--- config.mk ---
export PLATFORM = sky130hd
export DESIGN_NAME = latch_output_monitor
export DESIGN_NICKNAME = d
export VERILOG_FILES = /design/src/rtl/latch_output_monitor.sv
export SDC_FILE = /design/constraint.sdc
export NUM_CORES = 1
export LEC_CHECK = 0
export CELL_PAD_IN_SITES_DETAIL_PLACEMENT = 0
export CELL_PAD_IN_SITES_GLOBAL_PLACEMENT = 1
export CORE_UTILIZATION = 40
export DETAILED_ROUTE_END_ITERATION = 8
export GPL_ROUTABILITY_DRIVEN = 0
export PLACE_DENSITY = 0.88
export SLEW_MARGIN = 10
export SYNTH_ARGS = -nofsm -noshare
export SYNTH_HDL_FRONTEND = slang
export SYNTH_SLANG_ARGS = --single-unit
export TNS_END_PERCENT = 100
--- constraint.sdc ---
create_clock -name clk -period 6 [get_ports clk]
set_input_delay 1.2 -clock clk [delete_from_list [all_inputs] [get_ports clk]]
set_output_delay 1.2 -clock clk [all_outputs]
set_load 0.01 [all_outputs]
--- src/rtl/latch_output_monitor.sv ---
// Monitor for the gated SR/D latch outputs: synchronize q1/q2, check complementarity, debounce, count edges.
// Optional macro LATCH_MON_TIMESTAMP_EN stamps each debounced edge with a free-running cycle count.
module latch_output_monitor #(
    parameter int SYNC_STAGES   = 2,
    parameter int STABLE_CYCLES = 4,
    parameter int ERR_CYCLES    = 3,
    parameter int CNT_W         = 16
) (
    input  logic             clk,
    input  logic             reset,
    input  logic             q1_in,
    input  logic             q2_in,
    input  logic             clr,
    output logic             q_stable,
    output logic             q_valid,
    output logic [CNT_W-1:0] rise_cnt,
    output logic [CNT_W-1:0] fall_cnt,
    output logic [CNT_W-1:0] err_cnt,
    output logic             err_invalid,
    output logic [2:0]       state_o,
    output logic [31:0]      last_edge_ts
);

    localparam int STAB_W = $clog2(STABLE_CYCLES + 1);
    localparam int INV_W  = $clog2(ERR_CYCLES + 1);

    localparam logic [STAB_W-1:0] STAB_ONE = STAB_W'(1);
    localparam logic [STAB_W-1:0] STAB_MAX = STAB_W'(STABLE_CYCLES);
    localparam logic [INV_W-1:0]  INV_ONE  = INV_W'(1);
    localparam logic [INV_W-1:0]  INV_MAX  = INV_W'(ERR_CYCLES);
    localparam logic [CNT_W-1:0]  CNT_ONE  = CNT_W'(1);
    localparam logic [CNT_W-1:0]  CNT_MAX  = {CNT_W{1'b1}};

    typedef enum logic [2:0] {
        ST_LOW     = 3'd0,
        ST_RISING  = 3'd1,
        ST_HIGH    = 3'd2,
        ST_FALLING = 3'd3,
        ST_INVALID = 3'd4
    } state_t;

    // Synchronizer chains; reset values mirror the latch's own reset state (q1=0, q2=1).
    logic [SYNC_STAGES-1:0] sync1_q, sync1_d;
    logic [SYNC_STAGES-1:0] sync2_q, sync2_d;
    logic                   s1, s2, valid;

    state_t            state_q, state_d;
    logic [STAB_W-1:0] stab_q, stab_d, stab_inc;
    logic [INV_W-1:0]  inv_q, inv_d, inv_inc;
    logic              q_stable_q, q_stable_d;
    logic              q_valid_q, q_valid_d;
    logic [CNT_W-1:0]  rise_q, rise_d;
    logic [CNT_W-1:0]  fall_q, fall_d;
    logic [CNT_W-1:0]  err_q, err_d;
    logic              err_inv_q, err_inv_d;

    logic rise_ev, fall_ev, err_ev;
    logic start_edge, enter_inv;

    assign s1       = sync1_q[SYNC_STAGES-1];
    assign s2       = sync2_q[SYNC_STAGES-1];
    assign valid    = s1 ^ s2;
    assign stab_inc = stab_q + STAB_ONE;
    assign inv_inc  = inv_q + INV_ONE;

    always_comb begin
        sync1_d = {sync1_q[SYNC_STAGES-2:0], q1_in};
        sync2_d = {sync2_q[SYNC_STAGES-2:0], q2_in};
    end

    always_comb begin
        // NOTE: every signal written here gets a default first, so no path through the case infers a latch.
        state_d    = state_q;
        stab_d     = stab_q;
        inv_d      = inv_q;
        q_stable_d = q_stable_q;
        q_valid_d  = valid;
        rise_ev    = 1'b0;
        fall_ev    = 1'b0;
        err_ev     = 1'b0;
        start_edge = 1'b0;
        enter_inv  = 1'b0;

        case (state_q)
            ST_LOW: begin
                if (!valid)  enter_inv  = 1'b1;
                else if (s1) start_edge = 1'b1;
            end
            ST_HIGH: begin
                if (!valid)   enter_inv  = 1'b1;
                else if (!s1) start_edge = 1'b1;
            end
            ST_RISING: begin
                if (!valid) begin
                    enter_inv = 1'b1;
                end else if (s1) begin
                    if (stab_inc == STAB_MAX) begin
                        state_d    = ST_HIGH;
                        q_stable_d = 1'b1;
                        rise_ev    = 1'b1;
                        stab_d     = '0;
                    end else begin
                        stab_d = stab_inc;
                    end
                end else begin
                    state_d = ST_LOW;
                    stab_d  = '0;
                end
            end
            ST_FALLING: begin
                if (!valid) begin
                    enter_inv = 1'b1;
                end else if (!s1) begin
                    if (stab_inc == STAB_MAX) begin
                        state_d    = ST_LOW;
                        q_stable_d = 1'b0;
                        fall_ev    = 1'b1;
                        stab_d     = '0;
                    end else begin
                        stab_d = stab_inc;
                    end
                end else begin
                    state_d = ST_HIGH;
                    stab_d  = '0;
                end
            end
            ST_INVALID: begin
                if (!valid) begin
                    // inv_q parks at the threshold so the error fires once per episode
                    if (inv_q != INV_MAX) begin
                        inv_d  = inv_inc;
                        err_ev = (inv_inc == INV_MAX);
                    end
                end else begin
                    inv_d = '0;
                    if (s1 == q_stable_q) state_d = q_stable_q ? ST_HIGH : ST_LOW;
                    else                  start_edge = 1'b1;
                end
            end
            default: state_d = ST_LOW;
        endcase

        // A new differing value either opens a debounce window or, with a one-cycle window, is taken at once.
        if (start_edge) begin
            if (STAB_MAX == STAB_ONE) begin
                state_d    = s1 ? ST_HIGH : ST_LOW;
                q_stable_d = s1;
                rise_ev    = s1;
                fall_ev    = !s1;
                stab_d     = '0;
            end else begin
                state_d = s1 ? ST_RISING : ST_FALLING;
                stab_d  = STAB_ONE;
            end
        end

        if (enter_inv) begin
            state_d = ST_INVALID;
            inv_d   = INV_ONE;
            stab_d  = '0;
            err_ev  = (INV_ONE == INV_MAX);
        end
    end

    // Status counters: clr dominates any same-cycle increment or error set.
    always_comb begin
        rise_d    = rise_q;
        fall_d    = fall_q;
        err_d     = err_q;
        err_inv_d = err_inv_q;
        if (clr) begin
            rise_d    = '0;
            fall_d    = '0;
            err_d     = '0;
            err_inv_d = 1'b0;
        end else begin
            if (rise_ev && rise_q != CNT_MAX) rise_d = rise_q + CNT_ONE;
            if (fall_ev && fall_q != CNT_MAX) fall_d = fall_q + CNT_ONE;
            if (err_ev  && err_q  != CNT_MAX) err_d  = err_q + CNT_ONE;
            if (err_ev)                       err_inv_d = 1'b1;
        end
    end

    always_ff @(posedge clk or negedge reset) begin
        // NOTE: sequential state uses non-blocking assignments so every flop samples pre-edge values.
        if (!reset) begin
            sync1_q    <= '0;
            sync2_q    <= '1;
            state_q    <= ST_LOW;
            stab_q     <= '0;
            inv_q      <= '0;
            q_stable_q <= 1'b0;
            q_valid_q  <= 1'b1;
            rise_q     <= '0;
            fall_q     <= '0;
            err_q      <= '0;
            err_inv_q  <= 1'b0;
        end else begin
            sync1_q    <= sync1_d;
            sync2_q    <= sync2_d;
            state_q    <= state_d;
            stab_q     <= stab_d;
            inv_q      <= inv_d;
            q_stable_q <= q_stable_d;
            q_valid_q  <= q_valid_d;
            rise_q     <= rise_d;
            fall_q     <= fall_d;
            err_q      <= err_d;
            err_inv_q  <= err_inv_d;
        end
    end

`ifdef LATCH_MON_TIMESTAMP_EN
    logic [31:0] ts_q, ts_d;
    logic [31:0] last_ts_q, last_ts_d;

    // Stamp on every accepted edge, even when the edge counter is saturated or being cleared.
    always_comb begin
        ts_d      = ts_q + 32'd1;
        last_ts_d = (rise_ev || fall_ev) ? ts_q : last_ts_q;
    end

    always_ff @(posedge clk or negedge reset) begin
        if (!reset) begin
            ts_q      <= '0;
            last_ts_q <= '0;
        end else begin
            ts_q      <= ts_d;
            last_ts_q <= last_ts_d;
        end
    end

    assign last_edge_ts = last_ts_q;
`else
    assign last_edge_ts = 32'd0;
`endif

    assign q_stable    = q_stable_q;
    assign q_valid     = q_valid_q;
    assign rise_cnt    = rise_q;
    assign fall_cnt    = fall_q;
    assign err_cnt     = err_q;
    assign err_invalid = err_inv_q;
    assign state_o     = state_q;

endmodule

==> run summary <==
Vias = 3007
Starting Density = 42.1%
crit-path cells = clkdlybuf4s50_1
clock slew at reported path FFs = 0.07 ns
share of the synthesized area in the top cell type = 40.1%
Slew Viols, Final = 0
worst path setup slack after routing = 3.19 ns
min cycle time layout = 2.81 ns
core area = 0.00889 mm²
Critical path buffers and inverters = 1
CTS tree = done
power after layout = 0.946 mW
pre-CTS setup slack = 3.26 ns
clock share of power = 38.2%
Cell Area, Placed = 0.00427 mm²
overall die area = 0.00975 mm²
first-pass GRT wire length = 13500 µm
clk sinks = 63
global route total overflow = 0
Rel. slew slack = 40.9%
count of final setup violators = 0
vias in the first global route = 2867
Layout Cell Area excl Fill = 0.00446 mm²
Critical Path AT = 1.61 ns
Crit path required time = 4.80 ns
Leak = 1.77 nW
CP endpoint kind = output port
prevailing post-synth register cell = dfrtp_1
Final Cycle Share = 46.8%
Seq/Total Area, Yosys = 42.2%
DR vias/cell = 5.29
Layout Skew = 0.00996 ns
Comb pwr share = 12.2%
CP delay by family, top = flip-flops
leading cell type in the layout, fill and taps excluded = dfrtp_1
CTS Hold Buffers Added = 0
H-tree depth = 3
final hold viol count = 0
Net Sw Power = 0.268 mW
CP Launch Type = flop
Final HPWL DP = 5450 µm
Mapped Avg Cell Area = 9.36 µm²
Post-synth ARST share = 100%
largest net degree at the start of global routing = 64
Post-CTS Setup Inserts = 0
layout cells sized above 1 = 7.83%
die width = 98.8 µm
RSZ-0062 raised after global routing = false
Net Sw Frac = 28.4%
# rows = 34
die height = 98.8 µm
Finished Layout Cells = 568
Routed Antenna Nets = 0
Distinct cells, synth = 63
P per Cell Area = 212 mW/mm²
CTS max path bufs = 2
Port Buffers = 58
WL/cell = 13.8 µm
Worst Tran Pin Value = 0.879 ns
number of synthesized flops with an enable pin = 0
status = completed
Worst path slowest cell = dfrtp_1
nets@finish = 467
fmax = 0.356 GHz
ant diodes = 0
area delta synth->final = 19.0%
drt first pass iters = 4
Internal Pwr Total = 0.677 mW
register share of total power = 49.6%
crit-path max FO = 16
final core utilization = 50.1%
Inst Count DP = 552
Synth area leader = dfrtp_1
Starting DRT DRC Count = 154
Post-Route WL = 7830 µm
Post-CTS Resized = 0
min-delay worst type = reg2reg
leading cell types in the layout, fill and taps excluded = dfrtp_1 (60), clkdlybuf4s50_1 (57), nor2_1 (47)
Setup TNS = 0 ns
Clock Latency Late Sink = 0.35 ns
max-cap viol count = 0
I/O pin total = 91
YS warnings = 0
Seq cells post-synth = 63
Max stage delay on crit path = 0.63 ns
Gate Count Post-Synth = 400
clock root buffer = clkbuf_8
VDD IR-drop max = 118 µV
synth top area cells = dfrtp_1 (40%), buf_4 (6.6%), nor2_1 (4.7%)
Mapped Area = 0.00374 mm²
worst hold slack = 0.355 ns
DRC = 0
crit path kind = reg2out
initial antenna violation count = 0
total CTS buffers = 9
GRT Util Overall = 17.2%
-- sequential cells by signal, indices dropped and copies added (netlist names) --
register / cells
fall_cnt: 16
rise_cnt: 16
inv_q: 2
err_cnt: 16
q_valid: 1
err_invalid: 1
sync1_q: 2
stab_q: 3
sync2_q: 2
q_stable: 1
state_o: 3
-- final cells by class --
| class | count | area, µm² |
|---|---|---|
| sequential | 63 | 1580 |
| inverter | 12 | 45.0 |
| tap | 108 | 135 |
| multi-input combinational | 309 | 1920 |
| clock inverter | 6 | 61.3 |
| timing repair buffer | 60 | 591 |
| fill | 826 | 4440 |
| clock buffer | 10 | 128 |
-- power by group through the flow --
stage / clock network (mW) / registers (mW) / logic [mW]
after global placement: 0 / 0.475 / 0.111
final: 0.361 / 0.469 / 0.115
after CTS: 0.374 / 0.469 / 0.117
after global routing: 0.391 / 0.473 / 0.130
after floorplan: 0 / 0.465 / 0.102
after detailed placement: 0 / 0.477 / 0.117
-- cells in the mapped netlist (3+ instances only) --
cell	n
o2111ai_1	4
o211ai_1	3
nand3_1	20
o21ai_0	6
a21oi_1	18
nor3_1	12
dfrtp_1	60
or4_1	5
mux2i_1	4
and3_1	3
o21a_1	6
o31ai_1	7
nor2_1	47
nor4_1	3
ha_1	7
and4_4	3
xnor2_1	19
xor2_1	12
or3_1	5
clkbuf_1	8
inv_1	11
a211oi_1	8
buf_4	33
nand4_1	8
o41ai_1	3
buf_2	3
dfstp_2	3
nor2b_1	4
nand2_1	29
and2_1	5
-- cells by family after synthesis --
group	after synthesis	share of synthesized area, %
compound gates	71	13.6
xor+xnor	32	7.68
fa+ha+maj	7	2.34
buf+inv	59	9.76
flops	63	42.2
mux	6	1.67
other cells	1	0.100
simple gates	161	22.7
-- per-layer routing --
metal  up-vias  track usage, %  wire, µm
met3        12            4.96       408
met4         0            5.51        95
met5         -               0         0
met1      1435            22.3      3660
met2        84            27.9      3660
li1       1476               -         -
-- worst paths after layout --
| path | startpoint | endpoint | slack (ns) | cells after the start |
|---|---|---|---|---|
| max | state_o[2] | state_o[2] | 3.19 | 1 |
| min | sync1_q[0] | sync1_q[1] | 0.35 | 0 |
| max reg2reg | state_o[2] | rise_cnt[15] | 3.35 | 5 |
| min reg2reg | sync1_q[0] | sync1_q[1] | 0.35 | 0 |
| max in group asynchronous | reset | stab_q[1] | 4.46 | 2 |
| min in group asynchronous | reset | fall_cnt[9] | 1.02 | 2 |
Note: power is estimated with default switching activity, not from simulation.
